File: src/rtl/maze_pkg.sv
// maze_pkg: constants, encodings and bitmap indexing shared by the maze
// generator and the renderer.
package maze_pkg;
    localparam int GRID = 16;
    localparam logic [15:0] DEFAULT_SEED = 16'hACE1;
    localparam logic [15:0] LFSR_TAPS = 16'hB400;

    typedef enum logic [1:0] {DIR_N, DIR_E, DIR_S, DIR_W} dir_t;

    typedef enum logic [2:0] {
        S_IDLE, S_CLEAR, S_INIT, S_SCAN, S_CARVE, S_POP, S_DONE
    } state_t;

    typedef struct packed {
        logic [2:0] row;
        logic [2:0] col;
    } cell_t;

    function automatic logic [7:0] tile_index(input logic [3:0] x, input logic [3:0] y);
        return {y, x};
    endfunction

    function automatic logic [3:0] clamp_dim(input logic [6:0] v);
        return v == 7'd0 ? 4'd1 : v >= 7'd15 ? 4'd15 : v[3:0];
    endfunction
endpackage

File: src/rtl/maze_stack.sv
// maze_stack: 64-entry LIFO of cell coordinates; the caller never pops empty
// or pushes full.
module maze_stack
    import maze_pkg::*;
(
    input  logic        clk,
    input  logic        reset,
    input  logic        push,
    input  logic        pop,
    input  cell_t       din,
    output cell_t       top,
    output logic [6:0]  sp
);
    cell_t mem [64];

    always_ff @(posedge clk or negedge reset) begin
        if (!reset) sp <= '0;
        else if (push) sp <= sp + 7'd1;
        else if (pop) sp <= sp - 7'd1;
    end

    always_ff @(posedge clk) begin
        if (push) mem[sp[5:0]] <= din;
    end

    assign top = mem[6'(sp - 7'd1)];
endmodule

File: src/rtl/maze_generator.sv
// maze_generator: randomized depth-first search carving a perfect maze into
// the 16x16 path bitmap (bit x+16*y, 1 = path).
module maze_generator #(
    parameter int          GRID         = maze_pkg::GRID,
    parameter logic [15:0] DEFAULT_SEED = maze_pkg::DEFAULT_SEED
) (
    input  logic                   clk,
    input  logic                   reset,
    input  logic                   start,
    input  logic [15:0]            seed,
    input  logic [6:0]             maze_width,
    input  logic [6:0]             maze_height,
    output logic [GRID*GRID-1:0]   path_data,
    output logic                   busy,
    output logic                   done
);
    import maze_pkg::*;

    state_t      state, state_nx;
    dir_t        dir, pick;
    cell_t       top, push_cell;
    logic [15:0] lfsr;
    logic [6:0]  sp;
    logic [3:0]  w, h, tx, ty, wx, wy, nx, ny, mask, rot;
    logic [1:0]  off;
    logic        push, pop, accept;

    assign busy   = state != S_IDLE && state != S_DONE;
    assign done   = state == S_DONE;
    assign accept = start && !busy;

    assign tx = {top.col, 1'b0};
    assign ty = {top.row, 1'b0};

    // Candidate neighbours of the top-of-stack cell: in bounds and not yet carved.
    assign mask = {
        tx != 4'd0 && !path_data[tile_index(tx - 4'd2, ty)],
        5'(ty) + 5'd2 < 5'(h) && !path_data[tile_index(tx, ty + 4'd2)],
        5'(tx) + 5'd2 < 5'(w) && !path_data[tile_index(tx + 4'd2, ty)],
        ty != 4'd0 && !path_data[tile_index(tx, ty - 4'd2)]
    };
    assign rot  = 4'({mask, mask} >> lfsr[1:0]);
    assign off  = rot[0] ? 2'd0 : rot[1] ? 2'd1 : rot[2] ? 2'd2 : 2'd3;
    assign pick = dir_t'(lfsr[1:0] + off);

    assign wx = dir == DIR_E ? tx + 4'd1 : dir == DIR_W ? tx - 4'd1 : tx;
    assign nx = dir == DIR_E ? tx + 4'd2 : dir == DIR_W ? tx - 4'd2 : tx;
    assign wy = dir == DIR_S ? ty + 4'd1 : dir == DIR_N ? ty - 4'd1 : ty;
    assign ny = dir == DIR_S ? ty + 4'd2 : dir == DIR_N ? ty - 4'd2 : ty;

    always_comb begin
        state_nx  = state;
        push      = 1'b0;
        pop       = 1'b0;
        push_cell = '0;
        case (state)
            S_IDLE, S_DONE: state_nx = start ? S_CLEAR : state;
            S_CLEAR:        state_nx = S_INIT;
            S_INIT: begin
                push     = 1'b1;
                state_nx = S_SCAN;
            end
            S_SCAN:         state_nx = mask == 4'd0 ? S_POP : S_CARVE;
            S_CARVE: begin
                push      = 1'b1;
                push_cell = '{row: ny[3:1], col: nx[3:1]};
                state_nx  = S_SCAN;
            end
            S_POP: begin
                pop      = 1'b1;
                state_nx = sp == 7'd1 ? S_DONE : S_SCAN;
            end
            default:        state_nx = S_IDLE;
        endcase
    end

    always_ff @(posedge clk or negedge reset) begin
        if (!reset) begin
            state     <= S_IDLE;
            path_data <= '0;
            lfsr      <= DEFAULT_SEED;
            w         <= 4'd1;
            h         <= 4'd1;
            dir       <= DIR_N;
        end else begin
            state <= state_nx;
            if (accept) begin
                lfsr <= seed == 16'd0 ? DEFAULT_SEED : seed;
                w    <= clamp_dim(maze_width);
                h    <= clamp_dim(maze_height);
            end else if (busy) begin
                lfsr <= {lfsr[14:0], ^(lfsr & LFSR_TAPS)};
            end
            if (state == S_SCAN) dir <= pick;
            if (state == S_CLEAR) begin
                path_data <= '0;
            end else if (state == S_INIT) begin
                path_data[0] <= 1'b1;
            end else if (state == S_CARVE) begin
                path_data[tile_index(wx, wy)] <= 1'b1;
                path_data[tile_index(nx, ny)] <= 1'b1;
            end
        end
    end

    maze_stack u_stack (
        .clk   (clk),
        .reset (reset),
        .push  (push),
        .pop   (pop),
        .din   (push_cell),
        .top   (top),
        .sp    (sp)
    );
endmodule

File: config.mk
export PLATFORM = sky130hd
export DESIGN_NAME = maze_generator
export DESIGN_NICKNAME = d
export VERILOG_FILES = /design/src/rtl/maze_pkg.sv /design/src/rtl/maze_stack.sv /design/src/rtl/maze_generator.sv
export SDC_FILE = /design/constraint.sdc
export NUM_CORES = 1
export LEC_CHECK = 0
export ABC_AREA = 1
export BUFFER_PORTS_ARGS = -buffer_cell sky130_fd_sc_hd__buf_2
export CAP_MARGIN = 20
export CELL_PAD_IN_SITES_DETAIL_PLACEMENT = 1
export CELL_PAD_IN_SITES_GLOBAL_PLACEMENT = 1
export CORE_ASPECT_RATIO = 0.8
export CORE_UTILIZATION = 50
export DETAILED_ROUTE_END_ITERATION = 8
export PLACE_DENSITY = 0.91
export SLEW_MARGIN = 5
export SYNTH_ARGS = -nofsm -noshare
export SYNTH_HDL_FRONTEND = slang
export SYNTH_SLANG_ARGS = --single-unit
File: constraint.sdc
create_clock -name clk -period 8.8 [get_ports clk]
set_input_delay 1.32 -clock clk [delete_from_list [all_inputs] [get_ports clk]]
set_output_delay 1.32 -clock clk [all_outputs]
set_load 0.005 [all_outputs]
==> results.ini <==
[run_status]
status=complete, no violations

[critical_path]
cp-end-kind=register
start_kind=register
crit_required_ns=9.28
worstPathArrival_ns=8.20
cp_max_fo=68
crit_type=reg2reg
reg2reg_depth=27

[clock_network]
clkTransAtPathRegs_ns=0.07
cts_tree=yes
cts_num_sinks=676
cts_resized=0
insertion_delay_ns=0.64
clk_path_buf_depth=3
cts_made_buffers=70
cts_hold_buf=0
cts-htree-levels=3
cts-root-buf=clkbuf_16
cts_setup_buffers=0

[logic_synthesis]
synth_top_family_by_area=simple AND/OR/NAND/NOR gates
syn_nets=2982
yosys-top-cells-count=nand2_1 (459), nand3_1 (448), edfxtp_1 (384)
seq_area_frac_synth=0.6409
syn_area_um2=29410
syn_avg_cell_area_um2=10.03
yosysMostFrequentCell=nand2_1
yosys.area_share.simple=0.1939
synth_cell_types=47
synth_compound_area_frac=0.09589
ys.flop_type=edfxtp_1
yosysTopAreaCellShare=0.3921
synth_top_area_cell=edfxtp_1
ys_seq_elements=676
yosysWarnings=0
yosys-mux-area-fraction=0
synth.area.top_cells=edfxtp_1 (39%), dfrtp_1 (24%), nand3_1 (7.6%)
synth_edf_count=384
synthCells=2933
yosys.area_share.adder=0.006806
synth_xor_area_frac=0.005530
async_flop_share=0.4320

[sta]
rsz0062_at_grt=no
finalCritPeriodShare=0.8771
finClkSkew_ns=0.04107
setup_violations=0
hold_violations=0
setup_tns_ns=0
maxSlewHeadroom=0.1935
min_period_ns=7.718
tightest_slew_ns=1.205
fmax_mhz=129.6
finalMaxSlewViolations=0

[placement]
port_buffers=290
gp_congestion=0.9075
dp_hpwl_um=66670

[drt]
drc=0
vias=25460
via_per_inst=6.357
wl_per_cell_um=27.32
drt-total-wl_um=109400
drt_iter0_markers=3070
ant_nets=0
dr.pass1.iters=5

[layout]
drive_gt1_frac=0.1542
seqCellArea_um2=18850
multiInputGateArea_um2=8975
nFillCells=6355
area_growth_pct=15.27
nNetsFinal=3222

[global_route]
grt_max_degree=180
antenna_found_initial=4
grt_pass1_wl_um=164700
grt_pass1_vias=26750
globalRouteOverflowTotal=0
track_usage=0.3638

[flow_run]
maxCapViolations=0

[hold_path]
hold-path-cell-count=2
hold_path.class=reg2reg

[floorplanning]
core_area_um2=58120
ioPinCount=291
initial_utilization=0.5060
die_area_um2=59800
row_count=79
die_h_um=218.9
die_w_um=273.2

==> sequential cells by signal (all words and copies together) (netlist names) <==
signal / flops
h: 4
dir: 2
state: 3
u_stack.mem: 384
path_data: 256
w: 4
lfsr: 16
u_stack.sp: 7
==> final cells by class <==
| type | instances | share of cell area |
|---|---|---|
| inverters | 245 | 0.02720 |
| clock buffers | 100 | 0.06049 |
| well taps | 769 | 0.02838 |
| diodes | 6 | 0.0004429 |
| multi-input cells | 1855 | 0.2647 |
| repair buffers | 325 | 0.05336 |
| flip-flops and latches | 676 | 0.5561 |
| clock inverters | 29 | 0.009300 |
==> placed cells by master, fill, tap and decap left out, drive strengths merged, types with 101 or more instances in the layout <==
| master | instances |
|---|---|
| dfrtp | 282 |
| nand2 | 466 |
| inv | 245 |
| a21oi | 204 |
| nand3 | 450 |
| o21ai | 135 |
| edfxtp | 384 |
| nor2 | 383 |
| buf | 324 |
| clkbuf | 101 |
==> through the flow <==
| stage | hold slack, ns | cell area, µm² | instances | worst slack [ns] | utilization |
|---|---|---|---|---|---|
| finish | 0.4691 | 33900 | 4005 | 1.082 | 0.5833 |
| global route | 0.4823 | 33900 | 4003 | 0.6971 | 0.5832 |
| CTS | 0.4727 | 33820 | 3995 | 1.312 | 0.5820 |
| detailed placement | 0.4482 | 31460 | 3866 | 1.409 | 0.5413 |
| global placement | 0.4452 | 31410 | 3864 | 1.597 | 0.5405 |
| floorplan | 0.4522 | 29410 | 2933 | 2.780 | - |
==> metal layers <==
layer | track usage | routed length [µm] | vias to the layer above
li1 | - | - | 10580
met1 | 0.4721 | 41790 | 12850
met2 | 0.5804 | 51430 | 1648
met3 | 0.08393 | 11030 | 390
met4 | 0.1717 | 5179 | 0
met5 | 0 | 0 | -
==> path summary, 6_finish.rpt <==
path,from,end,slack (ns)
worst max-delay path,u_stack.sp[0],dir[0],1.08
max in group asynchronous,reset,path_data[25],6.41
worst max register to register,u_stack.sp[0],dir[0],1.08
worst min register to register,path_data[145],path_data[145],0.47
worst min-delay path,path_data[145],path_data[145],0.47
min in group asynchronous,reset,path_data[138],0.80
==> cell families (layout without fill, tap and decap cells) <==
logic type                 count (synthesis)  after routing
DFF                                      676            676
adders and majority gates                 16             16
and+or+nand+nor                         1329           1329
xor gates and xnor gates                  13             13
buffers and inverters                    402            699
other                                      0              6
AOI/OAI and AO/OA                        497            497
==> worst max-delay path: stages, from the launching register on <==
cell and delay, ns:
dfrtp_4 0.87, inv_4 0.42, ha_2 0.48, buf_4 0.45, buf_4 0.61, nand2_1 0.15, nand3_1 0.12, nand3_1 0.12
nand3_1 0.23, nand3_2 0.10, buf_4 0.31, nand2_2 0.14, buf_4 0.64, ha_1 0.46, xor2_2 0.57, nand3_1 0.15
nand3_1 0.15, nand3_1 0.13, nand3_1 0.13, nand2_1 0.14, nand2_1 0.13, nand2_1 0.09, a21oi_2 0.15, a21oi_1 0.05
o21ai_0 0.19, ha_1 0.27, nand2_1 0.07, o21ai_0 0.09
Power is left out: the tool's default activity adds up to more than one toggle a clock period on the data nets, which glitch-free logic cannot reach.
